## config.mk

```make
export PLATFORM = sky130hd
export DESIGN_NAME = cpu_sequencer
export DESIGN_NICKNAME = d
export VERILOG_FILES = /design/src/rtl/cpu_sequencer.sv
export SDC_FILE = /design/constraint.sdc
export NUM_CORES = 1
export LEC_CHECK = 0
export BUFFER_PORTS_ARGS = -buffer_cell sky130_fd_sc_hd__buf_2
export CAP_MARGIN = 15
export CORE_UTILIZATION = 25
export CTS_BUF_LIST = sky130_fd_sc_hd__clkbuf_8
export DETAILED_ROUTE_END_ITERATION = 12
export PLACE_DENSITY = 0.55
export SLEW_MARGIN = 20
export SYNTH_ARGS = -nofsm -noshare
export SYNTH_HDL_FRONTEND = slang
export SYNTH_SLANG_ARGS = --single-unit
```

## constraint.sdc

```tcl
create_clock -name clock -period 2.12 [get_ports clock]
set_input_delay 0.106 -clock clock [delete_from_list [all_inputs] [get_ports clock]]
set_output_delay 0.106 -clock clock [all_outputs]
set_load 0.01 [all_outputs]
```

## src/rtl/cpu_sequencer.sv

```systemverilog
// Multi-cycle control sequencer for the 16-bit datapath: fetch, execute and memory-wait phases.
// Optional illegal-opcode trap enabled by defining CPU_SEQUENCER_ILLEGAL_TRAP_EN.
module cpu_sequencer #(
  parameter int unsigned MEM_LATENCY = 1,
  parameter int unsigned COUNT_WIDTH = 16
) (
  input  logic                   clock,
  input  logic                   reset,
  input  logic                   run,
  input  logic [15:0]            current_instruction,
  input  logic                   Z_out,
  output logic                   reg_write,
  output logic                   mem_to_reg,
  output logic                   fetch_instruction,
  output logic                   alu_override_imm8,
  output logic                   alu_override_imm4,
  output logic                   alu_set_flags,
  output logic                   set_pc,
  output logic                   pc_from_register,
  output logic                   mem_write,
  output logic                   set_sp,
  output logic                   increase_sp,
  output logic                   halted,
  output logic [2:0]             state_poke,
  output logic [COUNT_WIDTH-1:0] retired_count,
  output logic                   fault
);

  typedef enum logic [2:0] {
    IDLE    = 3'd0,
    FETCH   = 3'd1,
    EXEC    = 3'd2,
    MEMWAIT = 3'd3,
    HALT    = 3'd4
  } state_t;

  localparam int unsigned CNT_W = 3;
  localparam logic [CNT_W-1:0] FETCH_LAST = CNT_W'(MEM_LATENCY);
  localparam logic [CNT_W-1:0] MEM_LAST   = CNT_W'(MEM_LATENCY - 1);

  state_t           state, state_next;
  logic [CNT_W-1:0] cnt, cnt_next;
  logic             retire;
  logic [3:0]       opcode;
  logic             unused_operand_bits;

  assign opcode              = current_instruction[15:12];
  assign unused_operand_bits = ^current_instruction[11:0];
  assign halted              = (state == HALT);
  assign state_poke          = 3'(state);

`ifdef CPU_SEQUENCER_ILLEGAL_TRAP_EN
  logic trap;
`endif

  // State and counters; reset forces IDLE so every strobe drops immediately.
  always_ff @(posedge clock or negedge reset) begin
    if (!reset) begin
      state         <= IDLE;
      cnt           <= '0;
      retired_count <= '0;
    end else begin
      state <= state_next;
      cnt   <= cnt_next;
      if (retire) retired_count <= retired_count + COUNT_WIDTH'(1);
    end
  end

`ifdef CPU_SEQUENCER_ILLEGAL_TRAP_EN
  always_ff @(posedge clock or negedge reset) begin
    if (!reset)    fault <= 1'b0;
    else if (trap) fault <= 1'b1;
  end
`else
  assign fault = 1'b0;
`endif

  // Next state, wait counter and strobe decode.
  always_comb begin
    state_next        = state;
    cnt_next          = cnt;
    retire            = 1'b0;
    reg_write         = 1'b0;
    mem_to_reg        = 1'b0;
    fetch_instruction = 1'b0;
    alu_override_imm8 = 1'b0;
    alu_override_imm4 = 1'b0;
    alu_set_flags     = 1'b0;
    set_pc            = 1'b0;
    pc_from_register  = 1'b0;
    mem_write         = 1'b0;
    set_sp            = 1'b0;
    increase_sp       = 1'b0;
`ifdef CPU_SEQUENCER_ILLEGAL_TRAP_EN
    trap              = 1'b0;
`endif
    case (state)
      IDLE: begin
        if (run) begin
          state_next = FETCH;
          cnt_next   = '0;
        end
      end
      FETCH: begin
        fetch_instruction = 1'b1;
        if (cnt == FETCH_LAST) begin
          set_pc     = 1'b1;
          state_next = EXEC;
          cnt_next   = '0;
        end else begin
          cnt_next = cnt + CNT_W'(1);
        end
      end
      EXEC: begin
        retire     = 1'b1;
        cnt_next   = '0;
        state_next = run ? FETCH : IDLE;
        case (opcode)
          4'h0: ;
          4'h1: begin reg_write = 1'b1; alu_set_flags = 1'b1; end
          4'h2: begin reg_write = 1'b1; alu_set_flags = 1'b1; alu_override_imm4 = 1'b1; end
          4'h3: begin reg_write = 1'b1; alu_override_imm8 = 1'b1; end
          4'h4: begin mem_to_reg = 1'b1; retire = 1'b0; state_next = MEMWAIT; end
          4'h5: mem_write = 1'b1;
          4'h6: begin set_pc = 1'b1; pc_from_register = 1'b1; end
          4'h7: state_next = HALT;
          4'h8: begin set_pc = Z_out; pc_from_register = Z_out; end
          4'h9: begin set_pc = ~Z_out; pc_from_register = ~Z_out; end
          4'hA: begin set_sp = 1'b1; increase_sp = 1'b1; end
          4'hB: set_sp = 1'b1;
`ifdef CPU_SEQUENCER_ILLEGAL_TRAP_EN
          default: begin retire = 1'b0; trap = 1'b1; state_next = HALT; end
`else
          default: ;
`endif
        endcase
      end
      MEMWAIT: begin
        mem_to_reg = 1'b1;
        if (cnt == MEM_LAST) begin
          reg_write  = 1'b1;
          retire     = 1'b1;
          cnt_next   = '0;
          state_next = run ? FETCH : IDLE;
        end else begin
          cnt_next = cnt + CNT_W'(1);
        end
      end
      HALT: ;
      default: state_next = IDLE;
    endcase
  end

endmodule
```

# == Word-level counts from Yosys, hierarchy flattened ==
# Index checks and enable logic that the tools add are counted.
# totals
ff_bits,22
out_inout_bits,32
word_cells,68
# op_classes
addsub,2
n_eq_ne,19
mux,34
n_bitwise,2
n_reduce_logical,8
# op_table
cell,count
$mux 1,20
$mux 3,6
$add 16x1->16 const B,1
$eq 4x3->1 const B,4
$eq 4x4->1 const B,4
$pmux 3 s5,1
$pmux 3 s4,1
$eq 4x2->1 const B,2
$pmux 1 s2,4
$eq 3x1->1 const B,2
$eq 3x2->1 const B,2
$logic_not 3->1,2
$ne 2x2->1 const B,3
$pmux 3 s2,1
$eq 4x1->1 const B,1
$reduce_and 4->1,1
$reduce_bool 4->1,1
$reduce_or 2->1,2
$add 3x1->3 const B,1
$eq 3x3->1 const B,1
$pmux 1 s3,1
$reduce_or 3->1,1
$not 1->1,2
$reduce_and 2->1,1

# == Longest topological paths before layout ==
# Gate-level depths: netlist of the first run.
# depth
word_depth,4
ltp_mapped,7

# == Worst setup path before layout of the first run ==
# OpenSTA, ideal clock, no wires.
# synth_timing
path_kind,reg2reg
startpoint,register state[2] (netlist: state_poke[2])
endpoint,register retired_count[13]
setup_time_ns,0.079
t_arrival_ns,1.711
path_slack_ns,0.330
stages_incl_launch_ff,6
path_buffers,1
period_less_slack_ns,1.790
cell_sequence,dfrtp_1 or3b_1 o22a_1 buf_6 nor4_1 xor2_1
# synth_via
elab_chain_cells,2
# synth_lines
element,line_no,text
from (decl),41,"state_t state, state_next;"
from (signal assigned),63,state <= state_next;
$eq 3x2->1,97,case (state)
$pmux 1 s2 *,97,
to (signal assigned),65,if (retire) retired_count <= retired_count + COUNT_WIDTH'(1);
to (decl),25,"output logic [COUNT_WIDTH-1:0] retired_count,"
# Mark *: on every way between the ends. The rest lies on a longest branch, timed or not.
# A chain may end at the register's enable or synchronous reset.

# == Worst setup path after layout of the first run ==
# layout_timing
startpoint,register state[0] (netlist: state_poke[0])
endpoint,output alu_override_imm4
# layout_via
elab_chain_cells,2
# layout_lines
element,line_no,text
$eq 3x2->1,97,
$mux 1,97,
to (decl),16,"output logic alu_override_imm4,"
# No other way between the ends.

==> out/metrics.csv, run 1 <==
stage,metric,value,unit
status,status,finished clean,
cells_and_area,final net count,205,
clock_tree,post-CTS setup buffers,0,
synthesis,Synth Flop Type,dfrtp_1,
global_routing,first-pass GRT wire length,4760,um
clock_tree,clk slew on worst S/H paths,90,ps
timing,post-route setup TNS,0,ps
setup_path,CP Max Fanout,4,
detailed_routing,Antenna Nets Post-Route,0,
synthesis,asr flop ratio synth,1.00,
timing,Worst Tran Pin Value,502,ps
pwr,Leak Pwr,0.740,nW
clock_tree,post-cts resize count,0,
global_routing,GRT overflow,0,
detailed_routing,DRT Wirelength,2920,um
clock_tree,CTS Buf Count,3,
timing,skew final,3.85,ps
clock_tree,clock sink total,22,
synthesis,Synth area leaders,"dfrtp_1 41%, xor2_1 7.3%, ha_1 3.8%",
cells_and_area,layout cells sized above 1,0.278,
timing,Fmax,518,MHz
cells_and_area,area growth from synthesis to layout,27.3,%
detailed_routing,DR WL/cell,11.7,um
floorplanning,FP Rows,26,
min_path,Worst Hold Endpoint,state_poke[0]$_DFFE_PN0P_,
synthesis,number of synthesized register bits,22,
setup_path,Setup crit start kind,register,
global_routing,vias in the first global route,976,
setup_path,Reg-to-Reg Start,state_poke[0]$_DFFE_PN0P_,
synthesis,synthesized area,0.00133,sq mm
pwr,Tot Pwr,0.00171,W
detailed_routing,drt first-iter violations,50,
synthesis,Commonest cells post-synth,"22 x dfrtp_1, 11 x nor2_1, 11 x xor2_1",
synthesis,Syn Area/Cell,9.62,sq um
timing,RSZ-0062 raised after global routing,no,
clock_tree,CTS tree,done,
placement,DP Wirelength,2140,um
synthesis,Mapped Cells,138,
timing,fin crit period,1930,ps
clock_tree,# hold bufs at CTS,1,
synthesis,biggest area consumer among synthesized cells,dfrtp_1,
cells_and_area,n_diodes,0,
pwr,power per cell area,1010,mW/mm^2
global_routing,largest net degree at the start of global routing,23,
placement,Placer Congestion,0.724,
synthesis,share of the synthesized area in the top cell type,0.415,
setup_path,kind of critical path,reg -> out,
setup_path,WP data arrival,1820,ps
pwr,Peak supply drop,0.289,mV
floorplanning,Die Footprint,0.00561,sq mm
job,max-capacitance violation count,0,
detailed_routing,via count of the routed design,1131,
floorplanning,Initial Utilization,0.260,
floorplanning,total core area,0.00511,sq mm
timing,final setup fails,0,
floorplanning,io pins,52,
min_path,worst hold path startpoint,run,
timing,slew margin rel.,0.666,
setup_path,R2R cell count,4,
detailed_routing,drt pass-1 iters,4,
synthesis,number of synthesized flops with an enable pin,0,
clock_tree,H-Tree Depth,1,
placement,IO buf count,38,
setup_path,RR Endpoint,retired_count[15]$_DFFE_PN0P_,
synthesis,Mapped Nets,162,
clock_tree,"Clk Latency, worst-skew pair",260,ps
min_path,Hold Path Depth,3,
clock_tree,Max clock buf depth,2,
synthesis,most common cell in the netlist,dfrtp_1,
min_path,worst hold path class,in -> reg,
floorplanning,die height,74.9,um
detailed_routing,Via density,4.52,
setup_path,critical path capture point type,primary output,
timing,final worst path period share,0.910,
detailed_routing,Remaining DRCs,0,
setup_path,"reg-to-reg slack, setup",240,ps
setup_path,Critical Path RT,2010,ps
global_routing,gr usage total,0.109,
timing,"Slew Viols, Final",0,
clock_tree,clk root buf,clkbuf_8,
timing,Final Hold Fails,0,
global_routing,initial antenna violation count,0,
synthesis,sequential-to-total area share from yosys stat,0.415,
floorplanning,Die Width,74.9,um
synthesis,count of cell types in the netlist,41,
synthesis,Ys Warns,0,
## kinds of logic after synthesis
logic type | after synthesis | synth area share
AO/OA/AOI/OAI | 17 | 0.0848
XOR/XNOR | 16 | 0.106
adder cells (fa/ha/maj) | 4 | 0.0377
buffers and inverters | 10 | 0.0368
flip-flops | 22 | 0.415
multiplexers | 2 | 0.0160
other | 1 | 0.00282
AND/OR/NAND/NOR | 66 | 0.302
## cells in the final DEF (no fill, tap or decap), types with 2 or more instances in the layout
| cell | n |
|---|---|
| inv_1 | 4 |
| a21oi_1 | 4 |
| o21ai_0 | 5 |
| buf_2 | 38 |
| nor4_1 | 3 |
| ha_1 | 4 |
| buf_4 | 5 |
| nand4_1 | 5 |
| dfrtp_1 | 22 |
| and4_1 | 2 |
| xnor2_1 | 5 |
| nor4bb_1 | 2 |
| nor2_1 | 11 |
| o41ai_1 | 2 |
| nand2b_1 | 5 |
| nor3b_1 | 6 |
| clkbuf_8 | 3 |
| nor4b_1 | 2 |
| nand2_1 | 10 |
| nand3b_1 | 3 |
| xor2_1 | 11 |
| nand3_1 | 3 |
| nor3_1 | 3 |
| nor2b_1 | 2 |
| nand4b_1 | 2 |
## cell type report
| class | instances | area, sq um |
|---|---|---|
| clock buffers | 3 | 41.3 |
| well taps | 70 | 87.6 |
| flip-flops and latches | 22 | 551 |
| fillers | 548 | 3420 |
| clock inverters | 1 | 30.0 |
| multi-input cells | 106 | 728 |
| inverters | 4 | 15.0 |
| repair buffers | 44 | 238 |
## sequential cells by signal, indices dropped and copies added, names as in the netlist
| signal | cells |
|---|---|
| retired_count | 16 |
| cnt | 3 |
| state_poke | 3 |
## report_power, final
part / internal, W / switching, W
combinational: 0.000311 / 0.000391
sequential: 0.000512 / 0.000107
clock: 0.000252 / 0.000142
## how the worst max path moves through the flow
stage,from,end,slack (ps)
final,state_poke[0]$_DFFE_PN0P_,alu_override_imm4,190
after global routing,cnt[0]$_DFFE_PN0P_,retired_count[15]$_DFFE_PN0P_,60
after CTS,state_poke[0]$_DFFE_PN0P_,alu_override_imm4,190
after detailed placement,state_poke[0]$_DFFE_PN0P_,retired_count[15]$_DFFE_PN0P_,250
after global placement,state_poke[0]$_DFFE_PN0P_,retired_count[12]$_DFFE_PN0P_,240
after floorplan,state_poke[2]$_DFFE_PN0P_,retired_count[13]$_DFFE_PN0P_,330
## through the flow
step           instance area, sq um  setup slack [ps]  hold WS [ps]  instances   util
3_5_place_dp                   1610               254           113        245  0.315
3_3_place_gp                   1610               239           115        245  0.315
6_report                       1690               191           170        250  0.331
5_1_grt                        1690              58.3           200        250  0.331
4_1_cts                        1690               189           163        250  0.331
2_1_floorplan                  1330               330          -190        138      -
## worst max-delay path, stage by stage, from the launching register on
cell and delay (ps):
dfrtp_1 380, or3b_1 420, or3_1 390, nor3b_1 210, buf_2 160
## metal layers
layer	GRT usage	part of all wire	vias to the layer above
met1	0.162	0.52	529
met3	0.0134	0.039	2
met5	0	0	-
li1	-	-	576
met2	0.164	0.43	24
met4	0.0314	0.0075	0
Note: power is estimated with default switching activity, not from simulation.
==> run 2: changes to the inputs <==
Settings changed: ABC_AREA set to 1, PLACE_DENSITY 0.55 to 0.54.
==> run 2 against run 1 <==
  * Count of clock-buffer cells in the layout rose by 1
  * Non-clock buffer count decreased by 5
  * Via count grew 29%
==> out/metrics.csv, run 2 <==
stage,metric,value,unit
global_routing,initial antenna violation count,0,
synthesis,Mapped Nets,250,
synthesis,Mapped Cells,226,
timing,skew final,5.28,ps
cells_and_area,Top reg by flops,retired_count,
synthesis,Syn Area/Cell,6.71,sq um
cells_and_area,n_diodes,0,
clock_tree,post-cts resize count,0,
placement,placed cell area,0.00177,sq mm
clock_tree,clock sink total,22,
detailed_routing,drt first-iter violations,64,
clock_tree,clk root buf,clkbuf_8,
clock_tree,post-CTS setup buffers,0,
global_routing,first-pass GRT wire length,5820,um
timing,final worst path period share,0.795,
global_routing,largest net degree at the start of global routing,26,
timing,post-route setup TNS,0,ps
detailed_routing,Remaining DRCs,0,
timing,Fmax,593,MHz
clock_tree,clk slew on worst S/H paths,80,ps
setup_path,crit-path leading delay family,simple AND/OR/NAND/NOR gates,
status,status,finished clean,
synthesis,Ys Warns,0,
cells_and_area,"commonest non-fill, non-tap cells in the layout","83 x nand2_1, 38 x buf_2, 30 x inv_1",
pwr,Peak supply drop,0.304,mV
synthesis,most common cell in the netlist,nand2_1,
timing,fin crit period,1690,ps
detailed_routing,Antenna Nets Post-Route,0,
detailed_routing,Via density,4.28,
setup_path,Critical Path RT,2010,ps
setup_path,"reg-to-reg slack, setup",510,ps
setup_path,CP Cell Sequence,inv_2 > nand2_2 > nor2_4 > nand3_1 > nor3b_1 > buf_2,
clock_tree,CTS Buf Count,3,
timing,slew margin rel.,0.660,
min_path,Worst Hold Endpoint,state_poke[2]$_DFFE_PN0P_,
setup_path,RR Endpoint,retired_count[12]$_DFFE_PN0P_,
timing,worst hold slack,212,ps
timing,final setup fails,0,
global_routing,GRT overflow,0,
clock_tree,H-Tree Depth,1,
clock_tree,Max clock buf depth,2,
pwr,Leak Pwr,0.969,nW
cells_and_area,layout cells sized above 1,0.203,
detailed_routing,DR WL/cell,9.90,um
detailed_routing,via count of the routed design,1461,
setup_path,Buf/Inv on CP,2,
setup_path,Reg-to-Reg Start,state_poke[2]$_DFFE_PN0P_,
setup_path,critical path capture point type,primary output,
timing,"Slew Viols, Final",0,
synthesis,synthesized area,0.00152,sq mm
min_path,worst hold path class,in -> reg,
floorplanning,FP Rows,28,
setup_path,Setup crit start kind,register,
min_path,Hold Path Depth,5,
synthesis,asr flop ratio synth,1.00,
global_routing,vias in the first global route,1324,
placement,Placer Congestion,0.758,
placement,IO buf count,38,
pwr,power per cell area,877,mW/mm^2
clock_tree,# hold bufs at CTS,1,
cells_and_area,"most common cell after layout, fill and taps aside",nand2_1,
setup_path,kind of critical path,reg -> out,
synthesis,count of cell types in the netlist,29,
clock_tree,CTS tree,done,
synthesis,Commonest cells post-synth,"83 x nand2_1, 30 x inv_1, 26 x nor2_1",
global_routing,gr usage total,0.114,
synthesis,number of synthesized register bits,22,
floorplanning,die height,79.9,um
cells_and_area,area growth from synthesis to layout,21.0,%
timing,Worst Tran Pin Value,510,ps
synthesis,Synth area leaders,"dfrtp_1 36%, nand2_1 21%, inv_1 7.4%",
cells_and_area,Layout Cells excl Fill,341,
timing,final worst slack,434,ps
floorplanning,Die Width,79.9,um
floorplanning,total core area,0.00589,sq mm
setup_path,Worst path max stage delay,430,ps
detailed_routing,DRT Wirelength,3380,um
synthesis,share of the synthesized area in the top cell type,0.363,
floorplanning,Initial Utilization,0.258,
cells_and_area,final net count,291,
placement,Place WS,495,ps
setup_path,CP Max Fanout,7,
floorplanning,io pins,52,
setup_path,WP data arrival,1580,ps
floorplanning,Die Footprint,0.00638,sq mm
synthesis,sequential-to-total area share from yosys stat,0.363,
setup_path,R2R cell count,8,
min_path,worst hold path startpoint,current_instruction[14],
placement,DP Wirelength,2630,um
job,max-capacitance violation count,0,
cells_and_area,max reg flops,16,
placement,Placed Cells,336,
synthesis,Synth Flop Type,dfrtp_1,
clock_tree,"Clk Latency, worst-skew pair",260,ps
cells_and_area,final instance area,0.00184,sq mm
timing,RSZ-0062 raised after global routing,no,
setup_path,critical path's slowest cell,dfrtp_1,
synthesis,biggest area consumer among synthesized cells,dfrtp_1,
detailed_routing,drt pass-1 iters,4,
timing,Final Hold Fails,0,
synthesis,number of synthesized flops with an enable pin,0,
## run 2: layout make-up
cell class / count / area (sq um)
clock buffer: 4 / 55.1
fill: 654 / 4050
inverter: 31 / 116
multi-input combinational: 170 / 820
sequential: 22 / 551
tap: 75 / 93.8
timing repair buffer: 39 / 200
## run 2: power breakdown
group	total, W	internal [W]	switching, W
combinational	0.000710	0.000245	0.000465
clock	0.000306	0.000166	0.000140
sequential	0.000594	0.000495	0.0000989
total	0.00161	0.000906	0.000704
## run 2: worst max path at each step
stage | cells after the start | endpoint | slack [ps] | from
after detailed placement | 8 | retired_count[12]$_DFFE_PN0P_ | 500 | state_poke[2]$_DFFE_PN0P_
after global placement | 8 | retired_count[12]$_DFFE_PN0P_ | 490 | state_poke[2]$_DFFE_PN0P_
final | 6 | alu_set_flags | 430 | state_poke[2]$_DFFE_PN0P_
after global routing | 6 | reg_write | 290 | state_poke[2]$_DFFE_PN0P_
after CTS | 6 | alu_set_flags | 430 | state_poke[2]$_DFFE_PN0P_
after floorplan | 7 | retired_count[8]$_DFFE_PN0P_ | 760 | retired_count[0]$_DFFE_PN0P_
## run 2: kinds of logic after synthesis
logic type / after synthesis / synth area share
DFF: 22 / 0.363
xor gates and xnor gates: 5 / 0.0338
adders and majority gates: 4 / 0.0330
other: 1 / 0.00247
buffers and inverters: 34 / 0.0965
AOI/OAI and AO/OA: 14 / 0.0520
and+or+nand+nor: 146 / 0.419
## run 2: metal layers
metal | GRT usage | up-vias | wire length (um)
met3 | 0.0251 | 2 | 86
met2 | 0.190 | 16 | 1570
met4 | 0.0161 | 0 | 20
met1 | 0.152 | 658 | 1700
met5 | 0 | - | 0
li1 | - | 785 | -
## run 2: worst reg2reg max path: stages, from the launching register on
cell and delay, ps:
dfrtp_1 430, inv_2 120, nand2_2 80, nor2_4 160
nand2_1 110, nand2_4 240, inv_1 210, nand2_1 100
nand2_1 50
## run 2: stage by stage
step	util	power (W)
2_1_floorplan	-	0.00114
3_3_place_gp	0.301	0.00132
3_5_place_dp	0.301	0.00132
4_1_cts	0.312	0.00164
5_1_grt	0.312	0.00176
6_report	0.312	0.00161
==> run 3: changes to the inputs <==
Settings changed: ABC_AREA 1 to 0, PLACE_DENSITY 0.54 to 0.56.
Clock period 2.12 ns to 1.45 ns, I/O delays scaled along.
==> run 3 against run 2 <==
  * The flow now finishes with violations (negative setup slack)
  * Via count down 8.9%
  * Non-clock buffer count up 44
  * Core utilization up 13 points
  * First-iteration DRC count down 55%
  * Highest routed layer unchanged
==> out/metrics.csv, run 3 (same netlist as run 1, synthesis figures left out) <==
stage,metric,value,unit
status,status,"complete, but fails checks",
setup_path,crit-path leading delay family,simple AND/OR/NAND/NOR gates,
setup_path,Worst path max stage delay,400,ps
cells_and_area,max reg flops,16,
timing,fin crit period,1910,ps
status,failing checks,negative setup slack,
global_routing,vias in the first global route,1264,
timing,worst hold slack,145,ps
detailed_routing,Remaining DRCs,0,
timing,skew final,6.77,ps
detailed_routing,via count of the routed design,1331,
min_path,worst hold path class,in -> reg,
setup_path,CP Cell Sequence,or3b_4 > buf_6 > or3_4 > nor3b_2 > buf_2,
detailed_routing,DRT Wirelength,3720,um
global_routing,initial antenna violation count,0,
detailed_routing,routed wl met3,182,um
timing,Fmax,523,MHz
cells_and_area,Layout Cells excl Fill,288,
clock_tree,Max clock buf depth,2,
detailed_routing,DR WL met2,1760,um
timing,slew margin rel.,0.665,
detailed_routing,Antenna Nets Post-Route,0,
timing,post-route setup TNS,-6400,ps
floorplanning,io pins,52,
timing,final worst slack,-462,ps
floorplanning,Die Width,74.9,um
floorplanning,Die Footprint,0.00561,sq mm
placement,Place WS,-360,ps
pwr,Peak supply drop,0.796,mV
cells_and_area,final net count,244,
clock_tree,CTS Buf Count,3,
setup_path,R2R cell count,6,
cells_and_area,final-layout fill cell count,510,
job,max-capacitance violation count,0,
global_routing,first-pass GRT wire length,5800,um
placement,Placed Cells,273,
timing,Worst Tran Pin Value,503,ps
cells_and_area,Top reg by flops,retired_count,
pwr,Leak Pwr,1.10,nW
clock_tree,H-Tree Depth,1,
floorplanning,FP Rows,26,
clock_tree,"Clk Latency, worst-skew pair",260,ps
setup_path,Critical Path RT,1380,ps
detailed_routing,DR WL/cell,12.9,um
cells_and_area,Layout Utilization,0.445,
setup_path,critical path's slowest cell,dfrtp_2,
min_path,Hold Path Depth,3,
clock_tree,clock sink total,22,
cells_and_area,layout cells sized above 1,0.564,
placement,IO buf count,38,
floorplanning,total core area,0.00511,sq mm
placement,DP Wirelength,2500,um
clock_tree,clk root buf,clkbuf_8,
detailed_routing,wire length on met1,1720,um
global_routing,GRT overflow,0,
timing,final worst path period share,1.32,
floorplanning,die height,74.9,um
global_routing,gr usage total,0.135,
cells_and_area,"commonest non-fill, non-tap cells in the layout","37 x buf_2, 33 x buf_4, 20 x dfrtp_1",
detailed_routing,drt first-iter violations,29,
timing,final setup fails,24,
cells_and_area,"most common cell after layout, fill and taps aside",buf_2,
cells_and_area,n_diodes,0,
detailed_routing,Via density,4.62,
setup_path,critical path capture point type,primary output,
pwr,power per cell area,1510,mW/mm^2
timing,"Slew Viols, Final",0,
timing,Final Hold Fails,0,
setup_path,WP data arrival,1840,ps
timing,RSZ-0062 raised after global routing,yes,
global_routing,largest net degree at the start of global routing,23,
setup_path,Setup crit start kind,register,
clock_tree,clk slew on worst S/H paths,70,ps
placement,Placer Congestion,0.750,
clock_tree,CTS tree,done,
setup_path,Worst path depth,5,
cells_and_area,area growth from synthesis to layout,71.3,%
setup_path,CP Max Fanout,4,
detailed_routing,Top Layer Used,met4,
detailed_routing,drt pass-1 iters,4,
floorplanning,Initial Utilization,0.260,
setup_path,Buf/Inv on CP,2,
setup_path,kind of critical path,reg -> out,
run 3: cell count changes in the layout (fill, tap and decap cells not counted), moves of 4 or more:
cell     change
a21oi_1      +4
buf_4       +33
buf_6       +11
inv_1       -27
nand2_1     -73
nand3_1     -11
nor2_1      -20
o21ai_0      -5
o21ai_1      -4
xor2_1      +10
run 3: per-stage QoR:
stage	total power [W]	area, sq um
floorplan	0.00163	1370
global placement	0.00235	1860
detailed placement	0.00235	1860
CTS	0.00300	2090
global route	0.00369	2270
finish	0.00343	2270
run 3: worst reg2reg max path, cell delays in order (launching register included):
cell and delay, ps:
dfrtp_2 400, or3b_4 400, buf_4 140, o22a_4 270, buf_6 140, nor4bb_4 260, xor2_1 200
run 3: area by class of cell:
| class | count | area, sq um | share of cell area |
|---|---|---|---|
| Timing Repair Buffer | 83 | 587 | 0.258 |
| Tap cell | 70 | 87.6 | 0.0385 |
| Inverter | 4 | 15.0 | 0.00660 |
| Sequential cell | 22 | 553 | 0.243 |
| Multi-Input combinational cell | 106 | 991 | 0.436 |
| Clock buffer | 3 | 41.3 | 0.0182 |
run 3: metal layers:
metal	vias up	global-route usage
met3	7	0.0161
met2	38	0.227
met1	632	0.176
met5	-	0
li1	654	-
met4	0	0.0587
run 3: report_power, final:
part | leakage (nW) | internal (W) | switching, W
registers | 0.259 | 0.000751 | 0.0000700
clock network | 0.0216 | 0.000185 | 0.000188
logic | 0.824 | 0.00116 | 0.00108
run 3: timing repair:
item	4_1_cts	5_1_grt
hold buffers	1	0
endpoints found under the hold margin	22	0
pin swaps	12	17
setup endpoints to repair	28	29
resized for setup	28	31
setup buffers	5	7
run 3: worst paths after layout:
path | slack, ps | endpoint | start
min reg2reg | 470 | retired_count[15]$_DFFE_PN0P_ | retired_count[15]$_DFFE_PN0P_
min in group asynchronous | 310 | retired_count[4]$_DFFE_PN0P_ | reset
min | 150 | state_poke[0]$_DFFE_PN0P_ | run
max in group asynchronous | 770 | state_poke[0]$_DFFE_PN0P_ | reset
max reg2reg | -440 | retired_count[10]$_DFFE_PN0P_ | state_poke[0]$_DFFE_PN0P_
max | -460 | alu_override_imm4 | state_poke[0]$_DFFE_PN0P_
